<file path="config.mk">
export PLATFORM = sky130hd
export DESIGN_NAME = ssd_scan_controller
export DESIGN_NICKNAME = d
export VERILOG_FILES = /design/src/rtl/ssd_pkg.sv /design/src/rtl/ssd_hex_decoder.sv /design/src/rtl/ssd_scan_controller.sv
export SDC_FILE = /design/constraint.sdc
export NUM_CORES = 1
export LEC_CHECK = 0
export CAP_MARGIN = 20
export CORE_MARGIN = 4
export CORE_UTILIZATION = 40
export DETAILED_ROUTE_END_ITERATION = 7
export PLACE_DENSITY = 0.62
export RECOVER_POWER = 25
export SYNTH_ARGS = -nofsm -noshare
export SYNTH_HDL_FRONTEND = slang
export SYNTH_SLANG_ARGS = --single-unit
</file>
<file path="constraint.sdc">
create_clock -name clk -period 2.3 [get_ports clk]
set_input_delay 0.46 -clock clk [delete_from_list [all_inputs] [get_ports clk]]
set_output_delay 0.46 -clock clk [all_outputs]
set_load 0.02 [all_outputs]
</file>
<file path="src/rtl/ssd_pkg.sv">
// Shared types and the hex-to-segment truth table for the seven-segment scan controller.
package ssd_pkg;

    localparam logic [6:0] SEG_BLANK = 7'h7F;
    localparam logic [3:0] ANODE_OFF = 4'hF;

    typedef logic [1:0] digit_idx_t;

    typedef enum logic {
        BLANK,
        SHOW
    } scan_state_t;

    // Active-low segments ordered {g,f,e,d,c,b,a}
    function automatic logic [6:0] hex_to_seg(input logic [3:0] nib);
        logic [6:0] seg;
        case (nib)
            4'h0:    seg = 7'h40;
            4'h1:    seg = 7'h79;
            4'h2:    seg = 7'h24;
            4'h3:    seg = 7'h30;
            4'h4:    seg = 7'h19;
            4'h5:    seg = 7'h12;
            4'h6:    seg = 7'h02;
            4'h7:    seg = 7'h78;
            4'h8:    seg = 7'h00;
            4'h9:    seg = 7'h10;
            4'hA:    seg = 7'h08;
            4'hB:    seg = 7'h03;
            4'hC:    seg = 7'h46;
            4'hD:    seg = 7'h21;
            4'hE:    seg = 7'h06;
            default: seg = 7'h0E;
        endcase
        return seg;
    endfunction

endpackage

</file>
<file path="src/rtl/ssd_hex_decoder.sv">
// Combinational 4-bit hex to 7-bit active-low segment decoder.
module ssd_hex_decoder
    import ssd_pkg::*;
(
    input  logic [3:0] nibble_i,
    output logic [6:0] seg_o
);

    assign seg_o = hex_to_seg(nibble_i);

endmodule

</file>
<file path="src/rtl/ssd_scan_controller.sv">
// Four-digit common-anode display scanner with per-slot blanking and frame-boundary updates.
// Optional build macro SSD_LZ_BLANK_EN blanks leading-zero digits (digit 0 always shown).
module ssd_scan_controller
    import ssd_pkg::*;
#(
    parameter int unsigned REFRESH_DIV  = 100000,
    parameter int unsigned BLANK_CYCLES = 1000,
    parameter int unsigned DIV_W        = 17
) (
    input  logic        clk,
    input  logic        reset,
    input  logic        en,
    input  logic        upd_valid,
    input  logic [15:0] upd_data,
    output logic        upd_ready,
    output logic [3:0]  anode,
    output logic [6:0]  cathode,
    output logic        frame_tick
);

    localparam logic [DIV_W-1:0] CNT_LAST       = DIV_W'(REFRESH_DIV - 1);
    localparam logic [DIV_W-1:0] CNT_BLANK_LAST = DIV_W'(BLANK_CYCLES - 1);

    logic [DIV_W-1:0] cnt_q, cnt_d;
    digit_idx_t       digit_q, digit_d;
    scan_state_t      state_q, state_d;
    logic [15:0]      shadow_q, shadow_d;
    logic [3:0]       anode_q, anode_d;
    logic [6:0]       cathode_q, cathode_d;
    logic             tick_q;

    logic             slot_last;
    logic             frame_bound;
    logic             lz_blank;
    logic [3:0]       nibble;
    logic [6:0]       seg;

    assign nibble = shadow_q[{digit_q, 2'b00} +: 4];

    ssd_hex_decoder u_dec (
        .nibble_i (nibble),
        .seg_o    (seg)
    );

`ifdef SSD_LZ_BLANK_EN
    assign lz_blank = (digit_q != 2'd0) && ((shadow_q >> {digit_q, 2'b00}) == 16'h0000);
`else
    assign lz_blank = 1'b0;
`endif

    assign slot_last   = (cnt_q == CNT_LAST);
    assign frame_bound = en && (digit_q == 2'd3) && slot_last;

    always_comb begin
        cnt_d    = cnt_q;
        digit_d  = digit_q;
        state_d  = state_q;
        shadow_d = shadow_q;
        // While dark the counter is parked at 0 in BLANK, so re-enable restarts the same digit's slot.
        if (!en) begin
            cnt_d   = '0;
            state_d = BLANK;
        end else if (slot_last) begin
            cnt_d   = '0;
            digit_d = digit_q + 2'd1;
            state_d = BLANK;
        end else begin
            cnt_d = cnt_q + 1'b1;
            if (state_q == BLANK && cnt_q == CNT_BLANK_LAST) begin
                state_d = SHOW;
            end
        end
        if (frame_bound && upd_valid) begin
            shadow_d = upd_data;
        end
        anode_d   = (en && state_q == SHOW) ? ~(4'b0001 << digit_q) : ANODE_OFF;
        cathode_d = lz_blank ? SEG_BLANK : seg;
    end

    always_ff @(posedge clk or posedge reset) begin
        if (reset) begin
            cnt_q     <= '0;
            digit_q   <= '0;
            state_q   <= BLANK;
            shadow_q  <= '0;
            anode_q   <= ANODE_OFF;
            cathode_q <= SEG_BLANK;
            tick_q    <= 1'b0;
        end else begin
            cnt_q     <= cnt_d;
            digit_q   <= digit_d;
            state_q   <= state_d;
            shadow_q  <= shadow_d;
            anode_q   <= anode_d;
            cathode_q <= cathode_d;
            tick_q    <= frame_bound;
        end
    end

    assign upd_ready  = frame_bound;
    assign anode      = anode_q;
    assign cathode    = cathode_q;
    assign frame_tick = tick_q;

endmodule
</file>
# Word level (Yosys, flattened, before mapping)
# Memory sizes are Yosys's and may differ from the RTL's. A register that Yosys moved wholly into a read port is not among the register bits.
# Index checks and enable logic that the tools add are counted.
# word_totals
mem_count	1
ff_bits	41
input_bits	20
word_cells	29
rom_bits	112
out_inout_bits	13
# op_classes
n_reduce_logical	6
shifts	2
bitwise	2
addsub	2
eq_ne	4
mux	6
# memory_table
memory	words	word_bits	rd	rd_ports_with_merged_regs	write_ports	line	text
(no name shown)	16	7	1	1	0	ssd_pkg.sv:17	case (nib)
# op_table
cell	n
17-bit two-way mux	2
17-bit by 1-bit adder with 17-bit output (second input constant)	1
17-bit by 10-bit == test with 1-bit output (second input constant)	1
17-bit == test (second input constant)	1
16-bit by 5-bit indexed part select with 4-bit output	1
1-bit logical AND	5
4-bit two-way mux	1
4-bit NOT	1
1-bit by 2-bit << shifter with 4-bit output (first input constant)	1
1-bit two-way mux	3
3-bit by 1-bit inequality test with 1-bit output (second input constant)	1
2-bit by 1-bit adder with 2-bit output (second input constant)	1
2-bit == test (second input constant)	1
2-bit AND reduction	1
1-bit NOT	1

# Depth between registers and ports, before layout
# Gate-level depths: netlist of the first run.
# depth
ltp_word	5
depth_mapped	7
depth_no_buf	6

# By module
# A second synthesis of the first run with hierarchy kept.
# unflattened
cells_unflattened	199
hier_area_um2	2489.9
# by_module_without_submodules
mod	seq_area_each_um2	cells_each	instances	area_each_um2
ssd_scan_controller	1214.9	167	1	2214.6
ssd_hex_decoder	0.0	32	1	275.3

# Least setup slack after synthesis of the first run
# OpenSTA, ideal clock, no wires.
# synth_path
path_type	reg-to-reg
start	reg cnt_q[13]
end	reg shadow_q[0]
synth_period_minus_slack_ns	2.103
slack_ns	0.197
setup_ns	0.125
path_stages_with_launch	7
t_arrival_ns	1.978
path_cell_list	dfrtp_1 -> or4_4 -> nor4_4 -> and4_1 -> buf_6 -> buf_12 -> mux2_4
# synth_between
elab_chain_cells	3
# synth_lines
item	line	text
from (decl)	ssd_scan_controller.sv:24	logic [DIV_W-1:0] cnt_q, cnt_d;
from (signal assigned)	ssd_scan_controller.sv:90	cnt_q <= cnt_d;
17-bit == test	ssd_scan_controller.sv:51	assign slot_last = (cnt_q == CNT_LAST);
1-bit logical AND	ssd_scan_controller.sv:52	assign frame_bound = en && (digit_q == 2'd3) && slot_last;
1-bit logical AND	ssd_scan_controller.sv:73	if (frame_bound && upd_valid) begin
to (signal assigned)	ssd_scan_controller.sv:93	shadow_q <= shadow_d;
to (decl)	ssd_scan_controller.sv:27	logic [15:0] shadow_q, shadow_d;
# Every way passes these cells.
# A chain may end at the register's enable or synchronous reset.

# Worst setup path after layout of the first run
# layout_path
start	reg cnt_q[8]
end	out upd_ready
# layout_between
elab_chain_cells	2
# layout_lines
item	line	text
17-bit == test	ssd_scan_controller.sv:51	
1-bit logical AND	ssd_scan_controller.sv:52	
to (decl)	ssd_scan_controller.sv:15	output logic upd_ready,
# Every way passes these cells.

==> impl_metrics.toml, run 1 <==
[floorplan]
initial_core_util = 0.424
rows = 27
fp.dieArea_um2 = 7290
num_io_pins = 33
floorplan.die.width_um = 85.4
fp.dieH_um = 85.4
std_cell_core_area_um2 = 5640

[routing]
num_vias = 1595
drc_errors = 0
drt_pass1_iterations = 4
route.antenna.remaining_nets = 0
route.detailed.vias_per_inst = 4.86
totalWireLength_um = 4500
drt_first_iter_violations = 83
drt-wirelength-per-cell_um = 13.7

[worst_setup_path]
critical_path.max_fanout = 2
critical_path.endpoint_type = "primary output"
worstPathArrival_ns = 1.81
crit_start = "cnt_q[8]"
capturing_element_of_the_worst_setup_path = "upd_ready"
start_kind = "flop"
reg2reg_setup_slack_ns = 0.10
criticalPathCategory = "reg2out"
worst_r2r_path_depth = 6
reg2reg_to = "shadow_q[14]"
critical_path_required_ns = 1.84
crit-reg2reg-launch = "cnt_q[8]"

[global_route]
first_pass_grt_wire_length_um = 7910
first_global_vias = 1618
initial_antenna_violation_count = 0
global_route_usage_over_all_layers = 0.138
grt_overflow = 0
largest_net_degree_at_the_start_of_global_routing = 49

[min_path]
min_path_type = "reg2reg"
hold_path_startpoint = "shadow_q[7]"

[yosys]
synth_async_sr_flop_share = 1.00
yosysWarningCount = 0
sequential_area_share_after_synthesis = 0.507
synth.top_cells.by_count = "sky130_fd_sc_hd__dfrtp_1, sky130_fd_sc_hd__nor2_1, sky130_fd_sc_hd__ha_1, sky130_fd_sc_hd__xnor2_1, sky130_fd_sc_hd__dfstp_2"
synth-edff-count = 0
synth_top_cell_by_area = "sky130_fd_sc_hd__dfrtp_1"
synth-main-ff-cell = "sky130_fd_sc_hd__dfrtp_1"
synth_fp_nets = 228
most_frequently_used_cell_type_in_the_post_synthesis_netlist = "sky130_fd_sc_hd__dfrtp_1"
syn_area_per_cell_um2 = 12.2
number_of_flip_flops_and_latches_in_the_synthesized_netlist = 48
synth.lib_cells_used.distinct = 35
netlist_instances = 196
total_standard_cell_area_after_synthesis_um2 = 2390
synth_top_cells_by_area = "sky130_fd_sc_hd__dfrtp_1, sky130_fd_sc_hd__dfstp_2, sky130_fd_sc_hd__ha_1"
post-synth-top-area-fraction = 0.387

[placement]
preCtsSetupSlack_ns = -0.131
finalWeightedCongestion = 0.761
buffers_on_ports = 32
hpwl_um = 3350

[sta]
report.final.setup_viol = 0
period_share = 0.987
grt_setup_unrepaired = "yes"
finalMaxSlewViolations = 0
finalCriticalPeriod_ns = 2.27
final-hold-violation-count = 0
totalNegativeSetupSlack_ns = 0
clock-skew-final_ns = 0.00706
max_slew.worst_pin.slew_ns = 1.10
layout_setup_ws_ns = 0.0298
fin_worst_hold_slack_ns = 0.515
maxClockFrequency_mhz = 440
slew_headroom = 0.266

[layout]
antenna_diode_count = 0
growth_of_design_area_from_synthesis_to_finish_pct = 28.5
layout_cells_sized_above_1 = 0.293
design.final.nets = 287

[clock_tree]
tritoncts = "built"
cts_buf_count = 5
cts_root_cell = "sky130_fd_sc_hd__clkbuf_8"
cts-htree-levels = 2
clk_sinks = 48
number_of_buffers_on_the_longest_clock_path = 2
cts_clock_pin_slew_for_the_worst_setup_and_hold_paths_ns = 0.09
post_cts_hold_buffer_count = 0
clock_insertion_delay_worst_skew_ns = 0.30

[pwr]
power_switching_mw = 0.311
p_per_area_nw_per_um2 = 481
power_switching_share = 0.210
power_report.internal_total_mw = 1.17
p_total_mw = 1.48
combinationalPowerShare = 0.053
seq_power_share = 0.575
power.static_leakage_nw = 1.32
pwr-share-clk = 0.372
power.ir.vdd_worst_v = 0.000297

[flow_run]
drv_cap = 0

[status]
status = "complete, no violations"
state kept, by name (all words and copies together) (netlist names):
| name | flops |
|---|---|
| digit_q | 2 |
| frame_tick | 1 |
| anode | 4 |
| shadow_q | 16 |
| cnt_q | 17 |
| state_q | 1 |
| cathode | 7 |
metal layers:
layer / global-route usage / wire length, um / up-vias
li1: - / - / 801
met2: 0.213 / 2030 / 27
met3: 0.0272 / 168 / 5
met4: 0.0518 / 81 / 0
met5: 0 / 0 / -
met1: 0.192 / 2220 / 762
worst min-delay path by stage:
stage / end / slack, ns / depth (start not counted)
3_5_place_dp: shadow_q[7] / 0.49 / 1
3_3_place_gp: shadow_q[13] / 0.49 / 1
2_1_floorplan: anode[0] / 0.46 / 1
4_1_cts: shadow_q[0] / 0.52 / 3
5_1_grt: shadow_q[7] / 0.53 / 1
6_report: shadow_q[7] / 0.52 / 1
cell families (layout without fill, tap and decap cells):
family	after synthesis	in the layout	share of synthesized area
DFF	48	48	0.507
and+or+nand+nor	68	68	0.153
adders and majority gates	12	12	0.0627
AOI/OAI and AO/OA	11	11	0.0277
muxes	26	26	0.160
xor gates and xnor gates	14	14	0.0512
buffers and inverters	17	77	0.0376
what timing repair did:
item / 4_1_cts / 5_1_grt
gates resized for setup: 6 / 2
endpoints found under the setup margin: 1 / 7
setup buffers: 1 / 0
pin swaps: 2 / 2
per-stage QoR:
step	utilization	std cells	instance area [um2]
finish	0.546	328	3080
global route	0.546	328	3080
CTS	0.547	328	3080
detailed placement	0.527	319	2970
global placement	0.527	319	2970
floorplan	-	196	2390
cell type report:
type                            count  area (um2)
Multi-Input combinational cell    131        1100
Clock inverter                      1        5.00
Sequential cell                    48        1210
Clock buffer                        7        97.6
Timing Repair Buffer               59         534
Inverter                           10        37.5
Fill cell                         487        2560
Tap cell                           72        90.1
cell usage in the layout, fill, tap and decap left out, types with 2 or more instances in the layout:
cell type                          n
sky130_fd_sc_hd__a21oi_1           3
sky130_fd_sc_hd__and2_1            2
sky130_fd_sc_hd__and4_1            2
sky130_fd_sc_hd__buf_4            25
sky130_fd_sc_hd__clkbuf_8          5
sky130_fd_sc_hd__clkdlybuf4s50_1  30
sky130_fd_sc_hd__dfrtp_1          37
sky130_fd_sc_hd__dfstp_2          11
sky130_fd_sc_hd__ha_1             12
sky130_fd_sc_hd__inv_1             9
sky130_fd_sc_hd__mux2_2            9
sky130_fd_sc_hd__mux2_4           10
sky130_fd_sc_hd__mux2i_1           2
sky130_fd_sc_hd__mux4_2            5
sky130_fd_sc_hd__nand2_1           9
sky130_fd_sc_hd__nand2b_1          3
sky130_fd_sc_hd__nand3_1           9
sky130_fd_sc_hd__nand4_1           5
sky130_fd_sc_hd__nor2_1           20
sky130_fd_sc_hd__nor3_1            4
sky130_fd_sc_hd__nor4_1            5
sky130_fd_sc_hd__o21ai_0           4
sky130_fd_sc_hd__o22ai_1           2
sky130_fd_sc_hd__or3_1             3
sky130_fd_sc_hd__xnor2_1          12
sky130_fd_sc_hd__xor2_1            2
power groups by stage:
| stage | Clock (mW) | Combinational [mW] | Sequential (mW) |
|---|---|---|---|
| after floorplan | 0 | 0.0275 | 0.869 |
| after global placement | 0 | 0.0837 | 0.867 |
| after detailed placement | 0 | 0.0837 | 0.867 |
| after CTS | 0.568 | 0.0844 | 0.851 |
| after global routing | 0.608 | 0.0883 | 0.852 |
| final | 0.550 | 0.0782 | 0.851 |
worst max-delay path, cell delays in order, from the launching register on:
cell	delay [ns]
sky130_fd_sc_hd__dfrtp_1	0.38
sky130_fd_sc_hd__or4b_4	0.55
sky130_fd_sc_hd__nor4_4	0.24
sky130_fd_sc_hd__and3_4	0.23
sky130_fd_sc_hd__buf_6	0.11
Power figures use the tool's default switching activity.
==> run 2: changes to the inputs <==
SETUP_SLACK_MARGIN = 0.4   (was default)
SLEW_MARGIN = 20   (was default)
==> impl_metrics.toml, run 2 (synthesis results as in run 1) <==
[global_route]
largest_net_degree_at_the_start_of_global_routing = 49
grt_overflow = 0
initial_antenna_violation_count = 0
first_global_vias = 1680
global_route_usage_over_all_layers = 0.136
first_pass_grt_wire_length_um = 7850

[layout]
final_cell_area_um2 = 3440
layout_commonest_cell = "sky130_fd_sc_hd__dfrtp_1"
multi_input_area_um2 = 1310
registers.top_by_ff_count = "cnt_q"
mostFrequentLayoutCells = "sky130_fd_sc_hd__dfrtp_1, sky130_fd_sc_hd__buf_4, sky130_fd_sc_hd__clkdlybuf4s50_1, sky130_fd_sc_hd__mux2_4, sky130_fd_sc_hd__nor2_4"
register_area_um2 = 1220
finish.cell_count_without_fillers = 342
growth_of_design_area_from_synthesis_to_finish_pct = 43.8
design.final.nets = 301
filler_cell_count = 438
layout_cells_sized_above_1 = 0.422
antenna_diode_count = 0
largest_register_ffs = 17

[routing]
route.detailed.vias_per_inst = 5.04
num_vias = 1724
drc_errors = 0
route.antenna.remaining_nets = 0
drt_first_iter_violations = 99
drt_pass1_iterations = 4
totalWireLength_um = 5250
drt-wirelength-per-cell_um = 15.3

[clock_tree]
cts_root_cell = "sky130_fd_sc_hd__clkbuf_8"
cts-htree-levels = 2
tritoncts = "built"
cts_buf_count = 5
clk_sinks = 48
cts_clock_pin_slew_for_the_worst_setup_and_hold_paths_ns = 0.09
number_of_buffers_on_the_longest_clock_path = 2
post_cts_hold_buffer_count = 0
clock_insertion_delay_worst_skew_ns = 0.30

[worst_setup_path]
critical_path_required_ns = 1.84
critical_path.max_fanout = 2
start_kind = "flop"
worstPathArrival_ns = 1.82
critical_path.endpoint_type = "primary output"
criticalPathCategory = "reg2out"

[floorplan]
initial_core_util = 0.424
num_io_pins = 33
fp.dieH_um = 85.4
floorplan.die.width_um = 85.4
std_cell_core_area_um2 = 5640
fp.dieArea_um2 = 7290
rows = 27

[sta]
slew_headroom = 0.247
maxClockFrequency_mhz = 439
max_slew.worst_pin.slew_ns = 1.13
period_share = 0.990
report.final.setup_viol = 0
final-hold-violation-count = 0
totalNegativeSetupSlack_ns = 0
finalCriticalPeriod_ns = 2.28
clock-skew-final_ns = 0.00865
grt_setup_unrepaired = "yes"
finalMaxSlewViolations = 0

[placement]
buffers_on_ports = 32
placed_cell_area_um2 = 2960
dpl.cell_count = 316
finalWeightedCongestion = 0.780
hpwl_um = 3210

[flow_run]
drv_cap = 0

[pwr]
power.ir.vdd_worst_v = 0.000279
power.static_leakage_nw = 1.51
p_per_area_nw_per_um2 = 421

[status]
status = "complete, no violations"

[min_path]
min_path_type = "reg2reg"
## run 2: per-layer routing
metal  vias to the layer above  global-route usage  share of wire
li1                        837                   -              -
met1                       847               0.195           0.49
met2                        33               0.201           0.45
met3                         7              0.0243          0.042
met4                         0              0.0561          0.014
met5                         -                   0              0
## run 2: layout make-up
type	count	share of cell area
Clock buffer	5	0.0200
Clock inverter	3	0.00509
Inverter	10	0.0116
Multi-Input combinational cell	132	0.379
Sequential cell	48	0.353
Tap cell	72	0.0262
Timing Repair Buffer	72	0.205
## run 2: path summary, 6_finish.rpt
check	start	end	slack, ns	cells after the start
worst min register to register	shadow_q[8]	shadow_q[8]	0.52	1
worst max-delay path	cnt_q[8]	upd_ready	0.02	4
worst max register to register	cnt_q[8]	shadow_q[10]	0.10	6
worst min-delay path	shadow_q[8]	shadow_q[8]	0.52	1
max in group asynchronous	reset	digit_q[0]	0.58	3
min in group asynchronous	reset	frame_tick	0.96	3
## run 2: power breakdown
group / switching (mW) / total, mW / internal [mW]
clock: 0.285 / 0.498 / 0.213
combinational: 0.0512 / 0.102 / 0.0512
sequential: 0.00255 / 0.851 / 0.849
total: 0.339 / 1.45 / 1.11
## run 2: repair_timing
| item | CTS | global route |
|---|---|---|
| resized for setup | 17 | 60 |
| pin swaps | 3 | 16 |
| cloned | 1 | 2 |
| buffers inserted | 6 | 9 |
| setup endpoints to repair | 24 | 48 |
## run 2: stage by stage
step | power (mW) | hold slack (ns) | setup WS [ns] | util
after floorplan | 0.896 | 0.464 | 0.212 | -
after global placement | 0.951 | 0.487 | -0.0950 | 0.524
after detailed placement | 0.952 | 0.493 | -0.130 | 0.524
after CTS | 1.45 | 0.518 | 0.00232 | 0.558
after global routing | 1.51 | 0.533 | -0.0408 | 0.610
final | 1.45 | 0.517 | 0.0219 | 0.610
## run 2: critical path, cell delays in order (launching register included)
cell and delay [ns]:
sky130_fd_sc_hd__dfrtp_1 0.39, sky130_fd_sc_hd__or4b_4 0.55, sky130_fd_sc_hd__nor4_4 0.25, sky130_fd_sc_hd__and3_4 0.23, sky130_fd_sc_hd__buf_6 0.11
